$ cat src/rtl/mips_pkg.sv
// Shared MIPS datapath types: decoder control bundle, opcodes and helpers.
package mips_pkg;

    localparam logic [5:0] OP_RTYPE = 6'h00;
    localparam logic [5:0] OP_LW    = 6'h23;
    localparam logic [5:0] OP_SW    = 6'h2B;
    localparam logic [5:0] OP_BEQ   = 6'h04;
    localparam logic [5:0] OP_ADDI  = 6'h08;

    typedef struct packed {
        logic       reg_dst;
        logic       alu_src;
        logic       mem_to_reg;
        logic       reg_write;
        logic       mem_read;
        logic       mem_write;
        logic       branch;
        logic [1:0] alu_op;
        logic       addi_op;
    } ctrl_t;

    localparam ctrl_t CTRL_NOP = ctrl_t'(10'd0);

    // Instructions that read rt as a source: R-type, sw, beq.
    function automatic logic uses_rt(input logic reg_dst, input logic mem_write,
                                     input logic branch);
        return reg_dst | mem_write | branch;
    endfunction

    // Reference main-decoder mapping from opcode to control bundle.
    function automatic ctrl_t decode_ctrl(input logic [5:0] opcode);
        ctrl_t c;
        c = CTRL_NOP;
        case (opcode)
            OP_RTYPE: begin
                c.reg_dst   = 1'b1;
                c.reg_write = 1'b1;
                c.alu_op    = 2'b10;
            end
            OP_LW: begin
                c.alu_src    = 1'b1;
                c.mem_to_reg = 1'b1;
                c.reg_write  = 1'b1;
                c.mem_read   = 1'b1;
            end
            OP_SW: begin
                c.alu_src   = 1'b1;
                c.mem_write = 1'b1;
            end
            OP_BEQ: begin
                c.branch = 1'b1;
                c.alu_op = 2'b01;
            end
            OP_ADDI: begin
                c.alu_src   = 1'b1;
                c.reg_write = 1'b1;
                c.addi_op   = 1'b1;
            end
            default: c = CTRL_NOP;
        endcase
        return c;
    endfunction

endpackage

$ cat src/rtl/load_use_detect.sv
// Load-use hazard detector: a load in EX whose rt is a source of the ID instruction.
module load_use_detect
    import mips_pkg::*;
#(
    parameter int REG_AW = 5
) (
    input  logic              ex_valid,
    input  logic              ex_mem_read,
    input  logic [REG_AW-1:0] ex_rt,
    input  logic              id_valid,
    input  logic [REG_AW-1:0] id_rs,
    input  logic [REG_AW-1:0] id_rt,
    input  logic              id_reg_dst,
    input  logic              id_mem_write,
    input  logic              id_branch,
    output logic              load_use
);

    logic rs_hit_s;
    logic rt_hit_s;

    // Compare the in-flight load destination against the ID source registers.
    always_comb begin
        rs_hit_s = (ex_rt == id_rs);
        rt_hit_s = uses_rt(id_reg_dst, id_mem_write, id_branch) && (ex_rt == id_rt);
        if (ex_valid && ex_mem_read && (ex_rt != {REG_AW{1'b0}}) && id_valid) begin
            load_use = rs_hit_s | rt_hit_s;
        end else begin
            load_use = 1'b0;
        end
    end

endmodule

$ cat src/rtl/id_ex_stage.sv
// ID/EX pipeline register with load-use bubble insertion and branch flush.
// Optional performance counters enabled by defining ID_EX_PERF_EN.
module id_ex_stage
    import mips_pkg::*;
#(
    parameter int DATA_W = 32,
    parameter int REG_AW = 5
) (
    input  logic              clk,
    input  logic              rst,
    input  logic              id_valid,
    input  logic              id_reg_dst,
    input  logic              id_alu_src,
    input  logic              id_mem_to_reg,
    input  logic              id_reg_write,
    input  logic              id_mem_read,
    input  logic              id_mem_write,
    input  logic              id_branch,
    input  logic              id_addi_op,
    input  logic [1:0]        id_alu_op,
    input  logic [5:0]        id_funct,
    input  logic [REG_AW-1:0] id_rs,
    input  logic [REG_AW-1:0] id_rt,
    input  logic [REG_AW-1:0] id_rd,
    input  logic [DATA_W-1:0] id_rs_data,
    input  logic [DATA_W-1:0] id_rt_data,
    input  logic [DATA_W-1:0] id_imm,
    input  logic [DATA_W-1:0] id_pc4,
    input  logic              flush,
    output logic              ex_valid,
    output logic              ex_reg_dst,
    output logic              ex_alu_src,
    output logic              ex_mem_to_reg,
    output logic              ex_reg_write,
    output logic              ex_mem_read,
    output logic              ex_mem_write,
    output logic              ex_branch,
    output logic              ex_addi_op,
    output logic [1:0]        ex_alu_op,
    output logic [5:0]        ex_funct,
    output logic [REG_AW-1:0] ex_rs,
    output logic [REG_AW-1:0] ex_rt,
    output logic [REG_AW-1:0] ex_rd,
    output logic [DATA_W-1:0] ex_rs_data,
    output logic [DATA_W-1:0] ex_rt_data,
    output logic [DATA_W-1:0] ex_imm,
    output logic [DATA_W-1:0] ex_pc4,
    output logic [REG_AW-1:0] ex_dst_reg,
`ifdef ID_EX_PERF_EN
    output logic [31:0]       bubble_cnt,
    output logic [31:0]       flush_cnt,
`endif
    output logic              stall,
    output logic              pc_write,
    output logic              if_id_write
);

    ctrl_t             id_ctrl_s;
    ctrl_t             ctrl_r;
    logic              valid_r;
    logic [5:0]        funct_r;
    logic [REG_AW-1:0] rs_r;
    logic [REG_AW-1:0] rt_r;
    logic [REG_AW-1:0] rd_r;
    logic [DATA_W-1:0] rs_data_r;
    logic [DATA_W-1:0] rt_data_r;
    logic [DATA_W-1:0] imm_r;
    logic [DATA_W-1:0] pc4_r;
    logic [REG_AW-1:0] dst_r;
    logic              load_use_s;
    logic              stall_s;

    assign id_ctrl_s = '{reg_dst:    id_reg_dst,
                         alu_src:    id_alu_src,
                         mem_to_reg: id_mem_to_reg,
                         reg_write:  id_reg_write,
                         mem_read:   id_mem_read,
                         mem_write:  id_mem_write,
                         branch:     id_branch,
                         alu_op:     id_alu_op,
                         addi_op:    id_addi_op};

    load_use_detect #(
        .REG_AW(REG_AW)
    ) u_load_use_detect (
        .ex_valid    (valid_r),
        .ex_mem_read (ctrl_r.mem_read),
        .ex_rt       (rt_r),
        .id_valid    (id_valid),
        .id_rs       (id_rs),
        .id_rt       (id_rt),
        .id_reg_dst  (id_reg_dst),
        .id_mem_write(id_mem_write),
        .id_branch   (id_branch),
        .load_use    (load_use_s)
    );

    // A flush kills the ID instruction, so there is nothing left to stall for.
    assign stall_s     = load_use_s & ~flush;
    assign stall       = stall_s;
    assign pc_write    = ~stall_s;
    assign if_id_write = ~stall_s;

    // Pipeline register: reset, then flush, then bubble, then normal capture.
    always_ff @(posedge clk) begin
        if (rst) begin
            valid_r   <= 1'b0;
            ctrl_r    <= CTRL_NOP;
            funct_r   <= 6'd0;
            rs_r      <= {REG_AW{1'b0}};
            rt_r      <= {REG_AW{1'b0}};
            rd_r      <= {REG_AW{1'b0}};
            rs_data_r <= {DATA_W{1'b0}};
            rt_data_r <= {DATA_W{1'b0}};
            imm_r     <= {DATA_W{1'b0}};
            pc4_r     <= {DATA_W{1'b0}};
            dst_r     <= {REG_AW{1'b0}};
        end else if (flush) begin
            valid_r <= 1'b0;
            ctrl_r  <= CTRL_NOP;
            dst_r   <= {REG_AW{1'b0}};
        end else if (load_use_s) begin
            valid_r <= 1'b0;
            ctrl_r  <= CTRL_NOP;
        end else begin
            valid_r   <= id_valid;
            ctrl_r    <= id_valid ? id_ctrl_s : CTRL_NOP;
            funct_r   <= id_funct;
            rs_r      <= id_rs;
            rt_r      <= id_rt;
            rd_r      <= id_rd;
            rs_data_r <= id_rs_data;
            rt_data_r <= id_rt_data;
            imm_r     <= id_imm;
            pc4_r     <= id_pc4;
            dst_r     <= id_reg_dst ? id_rd : id_rt;
        end
    end

    assign ex_valid      = valid_r;
    assign ex_reg_dst    = ctrl_r.reg_dst;
    assign ex_alu_src    = ctrl_r.alu_src;
    assign ex_mem_to_reg = ctrl_r.mem_to_reg;
    assign ex_reg_write  = ctrl_r.reg_write;
    assign ex_mem_read   = ctrl_r.mem_read;
    assign ex_mem_write  = ctrl_r.mem_write;
    assign ex_branch     = ctrl_r.branch;
    assign ex_alu_op     = ctrl_r.alu_op;
    assign ex_addi_op    = ctrl_r.addi_op;
    assign ex_funct      = funct_r;
    assign ex_rs         = rs_r;
    assign ex_rt         = rt_r;
    assign ex_rd         = rd_r;
    assign ex_rs_data    = rs_data_r;
    assign ex_rt_data    = rt_data_r;
    assign ex_imm        = imm_r;
    assign ex_pc4        = pc4_r;
    assign ex_dst_reg    = dst_r;

`ifdef ID_EX_PERF_EN
    logic [31:0] bubble_cnt_r;
    logic [31:0] flush_cnt_r;

    // Saturating event counters for inserted bubbles and killed valid instructions.
    always_ff @(posedge clk) begin
        if (rst) begin
            bubble_cnt_r <= 32'd0;
            flush_cnt_r  <= 32'd0;
        end else begin
            if (stall_s && (bubble_cnt_r != 32'hFFFF_FFFF)) begin
                bubble_cnt_r <= bubble_cnt_r + 32'd1;
            end else begin
                bubble_cnt_r <= bubble_cnt_r;
            end
            if (flush && id_valid && (flush_cnt_r != 32'hFFFF_FFFF)) begin
                flush_cnt_r <= flush_cnt_r + 32'd1;
            end else begin
                flush_cnt_r <= flush_cnt_r;
            end
        end
    end

    assign bubble_cnt = bubble_cnt_r;
    assign flush_cnt  = flush_cnt_r;
`endif

endmodule

$ cat config.mk
export PLATFORM = sky130hd
export DESIGN_NAME = id_ex_stage
export DESIGN_NICKNAME = d
export VERILOG_FILES = /design/src/rtl/mips_pkg.sv /design/src/rtl/load_use_detect.sv /design/src/rtl/id_ex_stage.sv
export SDC_FILE = /design/constraint.sdc
export NUM_CORES = 1
export LEC_CHECK = 0
export CELL_PAD_IN_SITES_DETAIL_PLACEMENT = 0
export CELL_PAD_IN_SITES_GLOBAL_PLACEMENT = 1
export CORE_ASPECT_RATIO = 0.6
export CORE_MARGIN = 2
export CORE_UTILIZATION = 33
export DETAILED_ROUTE_END_ITERATION = 12
export PLACE_DENSITY = 0.81
export REMOVE_ABC_BUFFERS = 1
export SYNTH_ARGS = -nofsm -noshare
export SYNTH_HDL_FRONTEND = slang
export SYNTH_SLANG_ARGS = --single-unit
$ cat constraint.sdc
create_clock -name clk -period 2.79 [get_ports clk]
set_clock_uncertainty 0.1 [all_clocks]
set_input_delay 0.279 -clock clk [delete_from_list [all_inputs] [get_ports clk]]
set_output_delay 0.279 -clock clk [all_outputs]
set_load 0.005 [all_outputs]
==> results by group, run 1 <==
Cells and area
  – Fillers: 2619
  – Fin area: 0.0133 sq mm
  – Share of cells above drive strength 1: 5.47%
  – Post-layout util: 48.5%
  – Layout net count: 1503
  – Area grow syn2layout: 45.1%
  – ANT cells: 0

Synthesis
  – Most frequent cell after synthesis: nand2_1
  – Avg Cell Area, Syn: 8.23 sq um
  – Top_reg_cell synth: dfxtp_1
  – Synth unique cells: 30
  – Post-synth top cells: nand2_1 (293), dfxtp_1 (165), a32oi_1 (149), nor3b_1 (149), o311ai_0 (113)
  – Sequential share of the synthesized area: 36.1%
  – Area leader, netlist: dfxtp_1
  – Yosys warning count: 0
  – Post-synth EDFFs: 0
  – #FFs+latches synth: 165
  – Synthesized area: 0.00916 sq mm
  – Largest cells by area after synthesis: dfxtp_1 (36%), a32oi_1 (14%), nor3b_1 (12%), nand2_1 (12%), o311ai_0 (11%)
  – Mapped Cells: 1113
  – Ys async rst share: 0%
  – Top-area cell type share of the netlist area: 36.1%

Pwr
  – Sw Share: 27.6%
  – Sequential Power Share: 40.2%
  – Clock share of power: 37.5%
  – Pleak: 4.20 nW
  – Pwr/cell area: 522 mW/mm^2
  – Pint: 5.02 mW
  – Gate power share: 22.4%
  – NetSw: 1.91 mW
  – VDD IR max: 0.301 mV

Clocking
  – CTS H-tree lvls: 4
  – Num CTS Buffers: 17
  – CTS tree: yes
  – Root Buffer: clkbuf_16
  – Clk Latency, worst-skew pair: 0.44 ns
  – Worst-path clk slew: 0.07 ns
  – Hold Buf Count CTS: 0
  – CTS sink cnt: 165
  – Clock Path Buffers: 2

Placed design
  – # port buffers: 330
  – GP Congestion: 0.812
  – Dpl cell area: 0.0126 sq mm
  – Post-detailed-placement half-perimeter wirelength: 20000 um

Setup path
  – Crit Path Max Fanout: 5
  – CP Buf/Inv Count: 2
  – Worst path top cell family by delay: simple AND/OR/NAND/NOR gates
  – CP arrival: 2.35 ns
  – CP required: 2.41 ns
  – Critical path's slowest cell: or4_1
  – CP peak stage delay: 0.56 ns
  – Crit. End Element: output pin
  – CP cell instances: buf_4 > or4_1 > o21ai_4 > or3_4 > clkdlybuf4s50_1
  – Worst setup SP type: register
  – Crit path kind: register to output pin

Timing
  – Max frequency: 0.367 GHz
  – Hold Fails Final Rpt: 0
  – Count of pins over their slew limit: 0
  – Rel. slew slack: 52.8%
  – Setup Viol. Count Final: 0
  – Post-layout minimum cycle time: 2.73 ns
  – RSZ-0062 raised after global routing: no
  – Fin crit share: 97.8%
  – Worst-Margin Slew: 0.708 ns

Routing
  – Wire per inst: 18.3 um
  – Vias post-DR: 9845
  – First-pass iteration count of the detailed router: 5
  – Remaining DRCs: 0
  – Post-route ant nets: 0
  – Total wire length: 31400 um
  – DR vias/cell: 5.72
  – Number of DRC markers in iteration 0: 790

Floorplanning
  – Starting Density: 33.4%
  – Die width: 219 um
  – I/O pins: 331
  – Core box area: 0.0274 sq mm
  – DIE AREA: 0.0291 sq mm
  – Die height: 133 um
  – Site Rows: 47

Global route
  – GR Util met2: 29.8%
  – Largest net degree at the start of global routing: 159
  – Most used routing layer: met1
  – First-pass GRT wire length: 49600 um
  – Met3 usage: 6.71%
  – GRT Overall Usage: 21.0%
  – Initial antenna violation count: 0
  – Vias in the first global route: 8911
  – Grt ovf: 0
  – GR Util met1: 30.5%

Worst hold path
  – Hold Crit Class: primary input to register

Flow run
  – Max_cap viols: 0

Outcome
  – Status: complete, no violations
## layer usage
layer | share of wire [%] | routed length (um)
met1 | 49 | 15400
met4 | 1.3 | 415
met2 | 42 | 13200
met5 | 0 | 0
met3 | 7.7 | 2420
## cell type report
class | count | area [sq um] | area share, %
Clock buffer | 21 | 460 | 3.46
Clock inverter | 11 | 174 | 1.31
Inverter | 2 | 15.0 | 0.113
Multi-Input combinational cell | 794 | 5230 | 39.3
Sequential cell | 165 | 3310 | 24.9
Tap cell | 367 | 459 | 3.45
Timing Repair Buffer | 360 | 3650 | 27.4
## cells by family after synthesis
group | share of synthesized area [%]
compound gates | 29.2
flops | 36.1
mux | 0.546
buf+inv | 7.06
simple gates | 26.2
xor+xnor | 0.956
## repair_timing
item,CTS,global route
endpoints found under the hold margin,0,0
pin swaps,2,3
gates resized for setup,5,3
endpoints found under the setup margin,3,2
setup buffers,0,3
## metrics by stage
stage	power (mW)	setup TNS, ns	setup WS (ns)	hold slack, ns	cells
floorplan	3.37	-757.85	-4.60	0.301	961
global placement	4.34	-0.0214	-0.0214	0.382	1685
CTS	7.01	0	0.0121	0.0778	1717
finish	6.93	0	0.0622	0.107	1720
detailed placement	4.37	-0.0398	-0.0398	0.393	1685
global route	7.26	0	0.00748	0.116	1720
## power by group through the flow
stage,clock (mW),sequential (mW),combinational (mW)
after floorplan,0,2.83,0.542
after global placement,0,2.82,1.52
after detailed placement,0,2.83,1.54
after CTS,2.68,2.78,1.55
after global routing,2.76,2.82,1.69
final,2.60,2.79,1.55
## worst reg2reg max path: stages, from the launching register on
cell      delay, ns
dfxtp_4        0.36
buf_4          0.14
or4_1          0.56
o21ai_4        0.16
buf_4          0.33
buf_4          0.51
nor3_1         0.10
a211oi_1       0.23
## worst paths after layout
path / startpoint / to / slack, ns / cells past startpoint
max: ex_rt[1] / pc_write / 0.06 / 5
min: flush / ex_rs[2] / 0.11 / 3
max reg2reg: ex_rt[1] / ex_dst_reg[1] / 0.21 / 7
min reg2reg: ex_rt_data[19] / ex_rt_data[19] / 0.40 / 2
## cell usage in the layout (no fill, tap or decap), types with 2 or more instances in the layout
master	count
o311ai_0	113
dfxtp_2	3
clkdlybuf4s50_1	327
a32oi_1	149
clkinv_4	2
bufinv_16	4
nor2_1	3
buf_4	22
a211oi_1	5
clkbuf_8	2
nor3_1	6
mux2i_1	5
dfxtp_1	161
and2_1	10
clkinvlp_4	3
xor2_1	10
nand2_1	293
nand3_1	5
buf_12	9
o311ai_1	31
clkbuf_16	17
nor3b_1	149
clkbuf_1	2
o211ai_1	5
Note: power is estimated with default switching activity, not from simulation.
==> inputs of run 2 (changes only) <==
Settings changed: CORE_ASPECT_RATIO 0.6 to 1.4, CORE_MARGIN 2 to 5.
==> run 2 against run 1 <==
Effect of this change: clock power down 3%; core utilization fell by 0.17 points; worst setup slack better by 0.074 ns; maximum frequency up 2.8%; final area is essentially flat; sequential share of layout area is essentially flat; critical path type unchanged; largest cell class unchanged; critical path depth increased by 1; final cell count increased by 0.29%; register-to-register slack improved by 0.06 ns.
==> results by group, run 2 (synthesis gave the netlist of run 1 again) <==
Cells and area
  – Post-layout util: 48.3%
  – Fin area: 0.0133 sq mm
  – Layout net count: 1502
  – Fillers: 2619
  – Share of cells above drive strength 1: 5.55%
  – Commonest non-fill, non-tap cell in the layout: clkdlybuf4s50_1
  – Area grow syn2layout: 45.0%
  – Leading cell types in the layout, fill and taps excluded: clkdlybuf4s50_1 (325), nand2_1 (293), dfxtp_1 (161)

Pwr
  – Sw Share: 28.1%
  – Sequential Power Share: 40.6%
  – Clock share of power: 36.7%
  – Pleak: 4.19 nW
  – NetSw: 1.92 mW
  – Pwr/cell area: 515 mW/mm^2
  – Gate power share: 22.7%
  – PnR Total Power: 6.84 mW
  – VDD IR max: 0.400 mV
  – Pint: 4.92 mW

Clocking
  – Clk Latency, worst-skew pair: 0.43 ns
  – CTS tree: yes
  – Worst-path clk slew: 0.07 ns
  – Root Buffer: clkbuf_16
  – CTS H-tree lvls: 4
  – Num CTS Buffers: 17
  – Clock Path Buffers: 2
  – CTS sink cnt: 165
  – Hold Buf Count CTS: 0

Floorplanning
  – I/O pins: 331
  – DIE AREA: 0.0312 sq mm
  – Die width: 151 um
  – Die height: 207 um
  – Starting Density: 33.3%
  – Core box area: 0.0275 sq mm
  – Site Rows: 72

Worst hold path
  – Hold Crit Class: primary input to register

Routing
  – Number of DRC markers in iteration 0: 711
  – First-pass iteration count of the detailed router: 5
  – Remaining DRCs: 0
  – Wire per inst: 18.1 um
  – DR vias/cell: 5.70
  – Post-route ant nets: 0
  – Vias post-DR: 9826
  – Total wire length: 31300 um

Placed design
  – Post-detailed-placement half-perimeter wirelength: 20000 um
  – Dpl cell area: 0.0126 sq mm
  – # port buffers: 330
  – GP Congestion: 0.771

Global route
  – Initial antenna violation count: 3
  – GRT Overall Usage: 18.9%
  – Vias in the first global route: 8855
  – Largest net degree at the start of global routing: 175
  – First-pass GRT wire length: 48600 um
  – Grt ovf: 0

Setup path
  – CP required: 2.41 ns
  – Crit. End Element: output pin
  – Crit path kind: register to output pin
  – Crit Path Max Fanout: 3
  – Worst setup SP type: register
  – R2R setup slack: 0.27 ns
  – CP arrival: 2.27 ns

Timing
  – Post-layout minimum cycle time: 2.65 ns
  – Count of pins over their slew limit: 0
  – Hold Fails Final Rpt: 0
  – Fin crit share: 95.1%
  – Max frequency: 0.377 GHz
  – Setup TNS: 0 ns
  – RSZ-0062 raised after global routing: no
  – Rel. slew slack: 39.6%
  – Smallest hold slack: 0.313 ns
  – Worst-Margin Slew: 0.906 ns
  – Setup Viol. Count Final: 0

Flow run
  – Max_cap viols: 0

Outcome
  – Status: complete, no violations
run 2: power groups by stage:
| stage | logic (mW) | registers (mW) | clock network (mW) |
|---|---|---|---|
| 2_1_floorplan | 0.542 | 2.83 | 0 |
| 3_3_place_gp | 1.54 | 2.81 | 0 |
| 3_5_place_dp | 1.56 | 2.82 | 0 |
| 4_1_cts | 1.57 | 2.77 | 2.58 |
| 5_1_grt | 1.69 | 2.81 | 2.68 |
| 6_report | 1.55 | 2.78 | 2.51 |
run 2: repair_timing:
item	in CTS	in global routing
endpoints found under the setup margin	3	2
pin swaps	3	3
gates resized for setup	9	3
setup buffers	2	0
run 2: final timing paths:
check,cells after the start,endpoint,from
min reg2reg,2,ex_rt_data[17],ex_rt_data[17]
max reg2reg,5,ex_pc4[3],ex_rt[0]
max,6,pc_write,ex_rt[1]
min,2,ex_mem_to_reg,id_mem_to_reg
run 2: stage by stage:
| stage | instances | setup slack, ns |
|---|---|---|
| after floorplan | 961 | -4.60 |
| after global placement | 1688 | -0.0972 |
| after detailed placement | 1688 | -0.0821 |
| after CTS | 1722 | 0.0530 |
| after global routing | 1725 | 0.0141 |
| final | 1725 | 0.136 |
run 2: critical path, cell delays in order (launching register included):
cell,delay [ns]
dfxtp_4,0.36
xor2_1,0.16
nor4_2,0.36
a22oi_2,0.14
or3_4,0.42
buf_4,0.15
dlygate4sd2_1,0.26
run 2: routing by layer:
| layer | part of all wire [%] | routed length (um) | GRT usage [%] |
|---|---|---|---|
| met5 | 0 | 0 | 0 |
| met4 | 2.7 | 833 | 7.32 |
| met3 | 6.1 | 1910 | 4.18 |
| met2 | 50 | 15800 | 31.7 |
| met1 | 41 | 12800 | 23.2 |
run 2: cell type report:
cell class / count / area (sq um) / area share, %
multi-input combinational: 794 / 5230 / 39.4
timing repair buffer: 359 / 3640 / 27.4
sequential: 165 / 3310 / 24.9
tap: 370 / 463 / 3.49
clock buffer: 18 / 439 / 3.31
clock inverter: 14 / 171 / 1.29
inverter: 2 / 15.0 / 0.113
antenna: 3 / 7.51 / 0.0565
